==> src/rtl/systolic_pkg.sv <==
// Shared definitions for the systolic tile sequencer: sequencer states, default
// array geometry and the k-index width derivation.
package systolic_pkg;

  localparam int N_DEF      = 4;
  localparam int K_MAX_DEF  = 256;
  localparam int PE_LAT_DEF = 1;

  typedef enum logic [2:0] {
    S_IDLE  = 3'd0,
    S_CLEAR = 3'd1,
    S_FEED  = 3'd2,
    S_DRAIN = 3'd3,
    S_DONE  = 3'd4
  } state_e;

  // Width needed to hold every k_len value from 0 up to and including k_max.
  function automatic int kw_of(input int k_max);
    return $clog2(k_max + 1);
  endfunction

  // Cycles for the last injected operand to ripple to the far corner PE and settle.
  function automatic int drain_len(input int n, input int pe_lat);
    return 2 * (n - 1) + pe_lat;
  endfunction

endpackage

==> src/rtl/skew_shift.sv <==
// Diagonal delay line for the systolic injection enables: lane i carries the
// input delayed by i cycles, lane 0 passes straight through.
module skew_shift
  import systolic_pkg::*;
#(
  parameter int N = N_DEF
) (
  input  logic         clk,
  input  logic         rst_n,
  input  logic         clr_i,
  input  logic         in_i,
  output logic [N-1:0] out_o
);

  if (N > 1) begin : g_dly
    logic [N-2:0] sr_q;

    always_ff @(posedge clk or negedge rst_n) begin
      if (!rst_n) begin
        sr_q <= '0;
      end else if (clr_i) begin
        sr_q <= '0;
      end else begin
        sr_q[0] <= in_i;
        for (int i = 1; i < N - 1; i++) begin
          sr_q[i] <= sr_q[i-1];
        end
      end
    end

    assign out_o = {sr_q, in_i};
  end else begin : g_nodly
    assign out_o = in_i;
  end

endmodule

==> src/rtl/systolic_seq_ctrl.sv <==
// Tile matmul sequencer for an N x N systolic array: CLEAR -> FEED -> DRAIN -> DONE.
// Define SYSTOLIC_SEQ_PERF_EN to get a busy-cycle counter on cycle_cnt.
// Handshake: start is a one-cycle request honoured only in IDLE (abort wins);
// done is a one-cycle pulse, busy is high from CLEAR through DRAIN.
module systolic_seq_ctrl
  import systolic_pkg::*;
#(
  parameter int  N      = N_DEF,
  parameter int  K_MAX  = K_MAX_DEF,
  parameter int  PE_LAT = PE_LAT_DEF,
  localparam int KW     = kw_of(K_MAX)
) (
  input  logic          clk,
  input  logic          rst_n,
  input  logic          start,
  input  logic [KW-1:0] k_len,
  input  logic          abort,
  output logic          buf_rd_en,
  output logic [KW-1:0] buf_addr,
  output logic [N-1:0]  row_en,
  output logic          pe_clr,
  output logic          busy,
  output logic          done,
  output logic [31:0]   cycle_cnt,
  output state_e        dbg_state
);

  localparam int DRAIN = drain_len(N, PE_LAT);
  localparam int DW    = (DRAIN > 1) ? $clog2(DRAIN) : 1;

  state_e          state_q;
  logic [KW-1:0]   k_q;
  logic [KW-1:0]   addr_q;
  logic [DW-1:0]   drain_q;
  logic            rd_q;
  logic            feed_q;
  logic            clr_q;
  logic            busy_q;
  logic            done_q;

  logic [KW-1:0]   k_sat_d;
  logic            feed_last;
  logic            drain_last;
  logic            run_abort;

  assign k_sat_d    = (k_len > KW'(K_MAX)) ? KW'(K_MAX) : k_len;
  assign feed_last  = (addr_q == k_q - KW'(1));
  assign drain_last = (drain_q == DW'(DRAIN - 1));
  // busy_q is high exactly in CLEAR/FEED/DRAIN, the states abort may cut short.
  assign run_abort  = abort && busy_q;

  always_ff @(posedge clk or negedge rst_n) begin
    if (!rst_n) begin
      state_q <= S_IDLE;
      k_q     <= '0;
      addr_q  <= '0;
      drain_q <= '0;
      rd_q    <= 1'b0;
      feed_q  <= 1'b0;
      clr_q   <= 1'b0;
      busy_q  <= 1'b0;
      done_q  <= 1'b0;
    end else begin
      clr_q  <= 1'b0;
      done_q <= 1'b0;
      if (run_abort) begin
        state_q <= S_IDLE;
        addr_q  <= '0;
        drain_q <= '0;
        rd_q    <= 1'b0;
        feed_q  <= 1'b0;
        busy_q  <= 1'b0;
      end else begin
        case (state_q)
          S_IDLE: begin
            if (start && !abort) begin
              k_q     <= k_sat_d;
              state_q <= S_CLEAR;
              clr_q   <= 1'b1;
              busy_q  <= 1'b1;
            end
          end
          S_CLEAR: begin
            if (k_q == '0) begin
              state_q <= S_DONE;
              busy_q  <= 1'b0;
              done_q  <= 1'b1;
            end else begin
              state_q <= S_FEED;
              rd_q    <= 1'b1;
              feed_q  <= 1'b1;
              addr_q  <= '0;
            end
          end
          S_FEED: begin
            if (feed_last) begin
              state_q <= S_DRAIN;
              rd_q    <= 1'b0;
              feed_q  <= 1'b0;
              addr_q  <= '0;
              drain_q <= '0;
            end else begin
              addr_q <= addr_q + KW'(1);
            end
          end
          S_DRAIN: begin
            if (drain_last) begin
              state_q <= S_DONE;
              busy_q  <= 1'b0;
              done_q  <= 1'b1;
            end else begin
              drain_q <= drain_q + DW'(1);
            end
          end
          S_DONE:  state_q <= S_IDLE;
          default: state_q <= S_IDLE;
        endcase
      end
    end
  end

  skew_shift #(.N(N)) u_skew (
    .clk   (clk),
    .rst_n (rst_n),
    .clr_i (run_abort),
    .in_i  (feed_q),
    .out_o (row_en)
  );

  assign buf_rd_en = rd_q;
  assign buf_addr  = addr_q;
  assign pe_clr    = clr_q;
  assign busy      = busy_q;
  assign done      = done_q;
  assign dbg_state = state_q;

`ifdef SYSTOLIC_SEQ_PERF_EN
  logic [31:0] run_cnt_q;
  logic [31:0] cycle_cnt_q;
  logic        go_done;

  assign go_done = !abort &&
                   (((state_q == S_CLEAR) && (k_q == '0)) ||
                    ((state_q == S_DRAIN) && drain_last));

  // The final busy cycle is counted as the result is captured, so cycle_cnt
  // is already valid while done is high.
  always_ff @(posedge clk or negedge rst_n) begin
    if (!rst_n) begin
      run_cnt_q   <= '0;
      cycle_cnt_q <= '0;
    end else begin
      if (state_q == S_IDLE) begin
        run_cnt_q <= '0;
      end else if (busy_q) begin
        run_cnt_q <= run_cnt_q + 32'd1;
      end
      if (go_done) begin
        cycle_cnt_q <= run_cnt_q + 32'd1;
      end
    end
  end

  assign cycle_cnt = cycle_cnt_q;
`else
  assign cycle_cnt = '0;
`endif

endmodule

==> config.mk <==
export PLATFORM = sky130hd
export DESIGN_NAME = systolic_seq_ctrl
export DESIGN_NICKNAME = d
export VERILOG_FILES = /design/src/rtl/systolic_pkg.sv /design/src/rtl/skew_shift.sv /design/src/rtl/systolic_seq_ctrl.sv
export SDC_FILE = /design/constraint.sdc
export NUM_CORES = 1
export LEC_CHECK = 0
export CAP_MARGIN = 20
export CORE_MARGIN = 2
export CORE_UTILIZATION = 46
export CTS_CLUSTER_DIAMETER = 120
export DETAILED_ROUTE_END_ITERATION = 8
export GPL_TIMING_DRIVEN = 0
export PLACE_DENSITY = 0.8
export SYNTH_ARGS = -nofsm -noshare
export SYNTH_HDL_FRONTEND = slang
export SYNTH_HIERARCHICAL = 1
export SYNTH_SLANG_ARGS = --single-unit
==> constraint.sdc <==
create_clock -name clk -period 3.03 [get_ports clk]
set_input_delay 0.7575 -clock clk [delete_from_list [all_inputs] [get_ports clk]]
set_output_delay 0.7575 -clock clk [all_outputs]
set_load 0.02 [all_outputs]
==> run summary <==
The root buffer cell is sky130_fd_sc_hd__clkbuf_8. Setup repair after global routing left no endpoint under its margin. The via-per-instance ratio was 4.84; the core area was 4290 µm². The total count of hold-check failures in the final report came out at 0. The cell count after synthesis came out at 224.

The core utilization of the finished layout was 0.616. The pre-antenna-repair detailed-routing pass consisted of 4 iterations. In the final design database the tool counted 312 nets. The met2 routed wirelength was 1950 µm; the initial cell density of the core was 0.471.

The number of pins exceeding their max-slew limit in the final report was 0; the die span in y was 70.3 µm. Detailed placement ended at an HPWL of 3080 µm. For this design the ratio of total power to cell area is 318 nW/µm². The worst setup path is of the flip-flop to flip-flop kind. For the global-route total usage across every layer, the log shows 0.167. The headroom to the max-slew limit was 0.455; the setup total negative slack was 0 ns. The fraction of layout instances using a drive strength above 1 is 0.166. The peak supply drop is 0.188 mV, and the count of distinct cell types in the synthesized netlist is 48.

The tightest min-delay check is of the flip-flop to flip-flop type. On the critical path, the stage with the largest delay is an instance of sky130_fd_sc_hd__or4_4. Weighted congestion at the end of routability-driven global placement: 0.870.

In the post-synthesis netlist, the biggest area contributors are sky130_fd_sc_hd__dfrtp_1 (38%), sky130_fd_sc_hd__buf_4 (12%), sky130_fd_sc_hd__o21ai_0 (3.7%). In this run the number of H-tree levels came out at 2. For this run the aggregate overflow at the end of global routing stands at 0. The clock transition at the registers of the reported paths came out at 0.06 ns. For the worst setup path, the data required time is 3.19 ns. The number of buffers created by CTS came out at 5.

The post-synthesis async set-or-reset flop share is 1.00. At the pin with the least slew margin, the transition time is 0.815 ns. 65 I/O pins were placed. The area growth from synthesis to layout came out at 30.8%.

In this run the worst setup path begins at k_q[0]. In this design, the stage delay of the slowest critical-path cell is 0.50 ns. Area share of the largest cell type after synthesis: 0.384. The worst setup path is launched from a flip-flop. The DRC marker count from the first detailed-route iteration came out at 66. The count of buffers added on input and output ports is 32. Average instance area after synthesis: 9.02 µm². Start point of the worst min-delay path: u_skew/g_dly.sr_q[1]. The die area was 4940 µm². The tools report the placement row count as 24. For this run, the leading register cell type out of synthesis is sky130_fd_sc_hd__dfrtp_1. Of all nets on the critical path, the largest fanout is 7.

Once detail routing completed, the nets flagged for antenna violations numbered 0. TritonCTS built the clock tree. STA classifies the critical path endpoint as a flip-flop.

The routed length on met1 is 1680 µm, and the total leakage power is 1.24 nW. For the number of buffers on the longest clock path, the log shows 2. The number of antenna violations at the first check in global routing was 0. Traced cell by cell, the critical path runs through inv_1 -> ha_1 -> or3b_4 -> or4_4 -> a2111oi_4 -> o2111a_2 -> nor2_2 -> a311o_1.

Setup violations remaining at the end of the flow were counted as 0. The critical path arrival came out at 3.07 ns. Sequential fraction of the synthesis area: 0.384. The wire length per cell is 11.3 µm, and the number of max-cap violations is 0. The clock period could shrink to 2.90 ns.

Startpoint of the lowest-slack register-to-register path: k_q[0]. The die boundary width came out at 70.3 µm. Wire length reported by the detailed router: 3920 µm. The number of storage elements in the synthesis netlist was 31; the number of global-route vias before repair was 1501.

For the cell area after synthesis, the log shows 2020 µm². The flow ran to the end, and the final reports show no timing, DRC or antenna violations. Entering global routing, the biggest net connects 17 pins. The repair_antennas step left the layout with diodes totalling 0.

Yosys mapped a number of flops with a built-in enable equal to 0. The remaining design rule violation count is 0, and the final worst clock skew is 0.00243 ns. For the warning count from the yosys run, the log shows 6. The routed layout has 1679 vias. The uppermost signal routing layer after detailed routing was met4. The first global-routing pass estimated 6620 µm of wire. The final period utilization was 0.958; the clock latency at the later pin of the worst-skew pair was 0.28 ns.

Cell type with the highest aggregate area in the netlist: sky130_fd_sc_hd__dfrtp_1. The clock drives 31 sinks. The routed design uses 251 µm of met3 wire. For this run, the top clock speed supported by timing is 345 MHz.
path summary, 6_finish.rpt:
path                            slack, ns  cells past startpoint                    to
min in group asynchronous            0.95                      1            drain_q[2]
worst max register to register       0.13                      8           buf_addr[5]
worst max-delay path                 0.13                      8           buf_addr[5]
max in group asynchronous            1.53                      2                k_q[0]
worst min register to register       0.51                      1  u_skew/g_dly.sr_q[2]
worst min-delay path                 0.51                      1  u_skew/g_dly.sr_q[2]
cell usage after synthesis (all sizes together) (3+ instances only):
| master | number |
|---|---|
| ha | 4 |
| and3 | 5 |
| nor4 | 3 |
| buf | 33 |
| clkbuf | 7 |
| nor2 | 9 |
| nand2 | 18 |
| mux2i | 3 |
| xnor2 | 4 |
| nor2b | 4 |
| o21ai | 15 |
| dfrtp | 31 |
| a21oi | 6 |
| a21o | 3 |
| a31oi | 6 |
| nand2b | 10 |
| xor2 | 5 |
| nand3 | 9 |
| nand3b | 3 |
| nor3 | 5 |
| inv | 9 |
| or4 | 4 |
layer usage:
metal | global-route usage | vias up
met5 | 0 | -
li1 | - | 864
met1 | 0.206 | 759
met3 | 0.0390 | 4
met4 | 0.0577 | 0
met2 | 0.284 | 52
cells in the final DEF, fill, tap and decap left out, types with 6 or more instances in the layout:
cell / synthesis / routed
sky130_fd_sc_hd__o21ai_0: 15 / 15
sky130_fd_sc_hd__clkdlybuf4s50_1: 0 / 32
sky130_fd_sc_hd__a31oi_1: 6 / 6
sky130_fd_sc_hd__nand3_1: 9 / 9
sky130_fd_sc_hd__a21oi_1: 6 / 6
sky130_fd_sc_hd__dfrtp_1: 31 / 31
sky130_fd_sc_hd__nand2b_1: 10 / 10
sky130_fd_sc_hd__clkbuf_8: 0 / 6
sky130_fd_sc_hd__clkbuf_1: 7 / 7
sky130_fd_sc_hd__nand2_1: 18 / 18
sky130_fd_sc_hd__conb_1: 1 / 32
sky130_fd_sc_hd__buf_4: 33 / 33
sky130_fd_sc_hd__inv_1: 9 / 9
sky130_fd_sc_hd__nor2_1: 8 / 8
flip-flops by register name, summed over array words and instances (netlist names):
register / count
buf_addr: 9
busy: 1
dbg_state: 3
done: 1
drain_q: 3
feed_q: 1
k_q: 9
pe_clr: 1
u_skew/g_dly.sr_q: 3
repair_timing:
| item | CTS | global route |
|---|---|---|
| hold buffers | 0 | 0 |
| buffers inserted | 0 | 0 |
| setup endpoints to repair | 0 | 5 |
| resized for setup | 0 | 1 |
power breakdown:
part	internal, mW	total, mW	switching, mW
sequential	0.414	0.414	0
clock	0.178	0.326	0.149
combinational	0.0475	0.101	0.0531
total	0.639	0.841	0.202
logic make-up (layout without fill, tap and decap cells):
| family | after synthesis | in the layout | synth area share |
|---|---|---|---|
| mux | 4 | 4 | 0.0204 |
| buf+inv | 50 | 90 | 0.154 |
| xor+xnor | 9 | 9 | 0.0390 |
| fa+ha+maj | 4 | 4 | 0.0248 |
| simple gates | 80 | 80 | 0.219 |
| flops | 31 | 31 | 0.384 |
| compound gates | 45 | 45 | 0.157 |
| other cells | 1 | 32 | 0.00186 |
worst max-delay path: cells and delay by family, from the launching register on:
kind,cells,cell delay [ns]
AOI/OAI and AO/OA,3,1.05
DFF,1,0.42
adders and majority gates,1,0.19
and+or+nand+nor,3,1.03
buffers and inverters,1,0.09
through the flow:
step	cells	total power, mW	hold slack [ns]	setup slack [ns]	instance area [µm²]
after global placement	339	0.517	0.480	0.169	2520
after CTS	347	0.848	0.516	0.148	2640
after floorplan	255	0.492	0.462	0.356	2140
after global routing	347	0.870	0.537	0.00901	2640
after detailed placement	340	0.522	0.501	0.157	2550
final	347	0.841	0.513	0.128	2640
area by class of cell:
class	count	area, µm²
Multi-Input combinational cell	174	1060
Fill cell	397	1650
Tap cell	52	65.1
Clock inverter	1	5.00
Timing Repair Buffer	33	348
Inverter	10	37.5
Sequential cell	31	776
Buffer	40	274
Clock buffer	6	82.6
No activity file was read; power rests on OpenSTA's default activity.
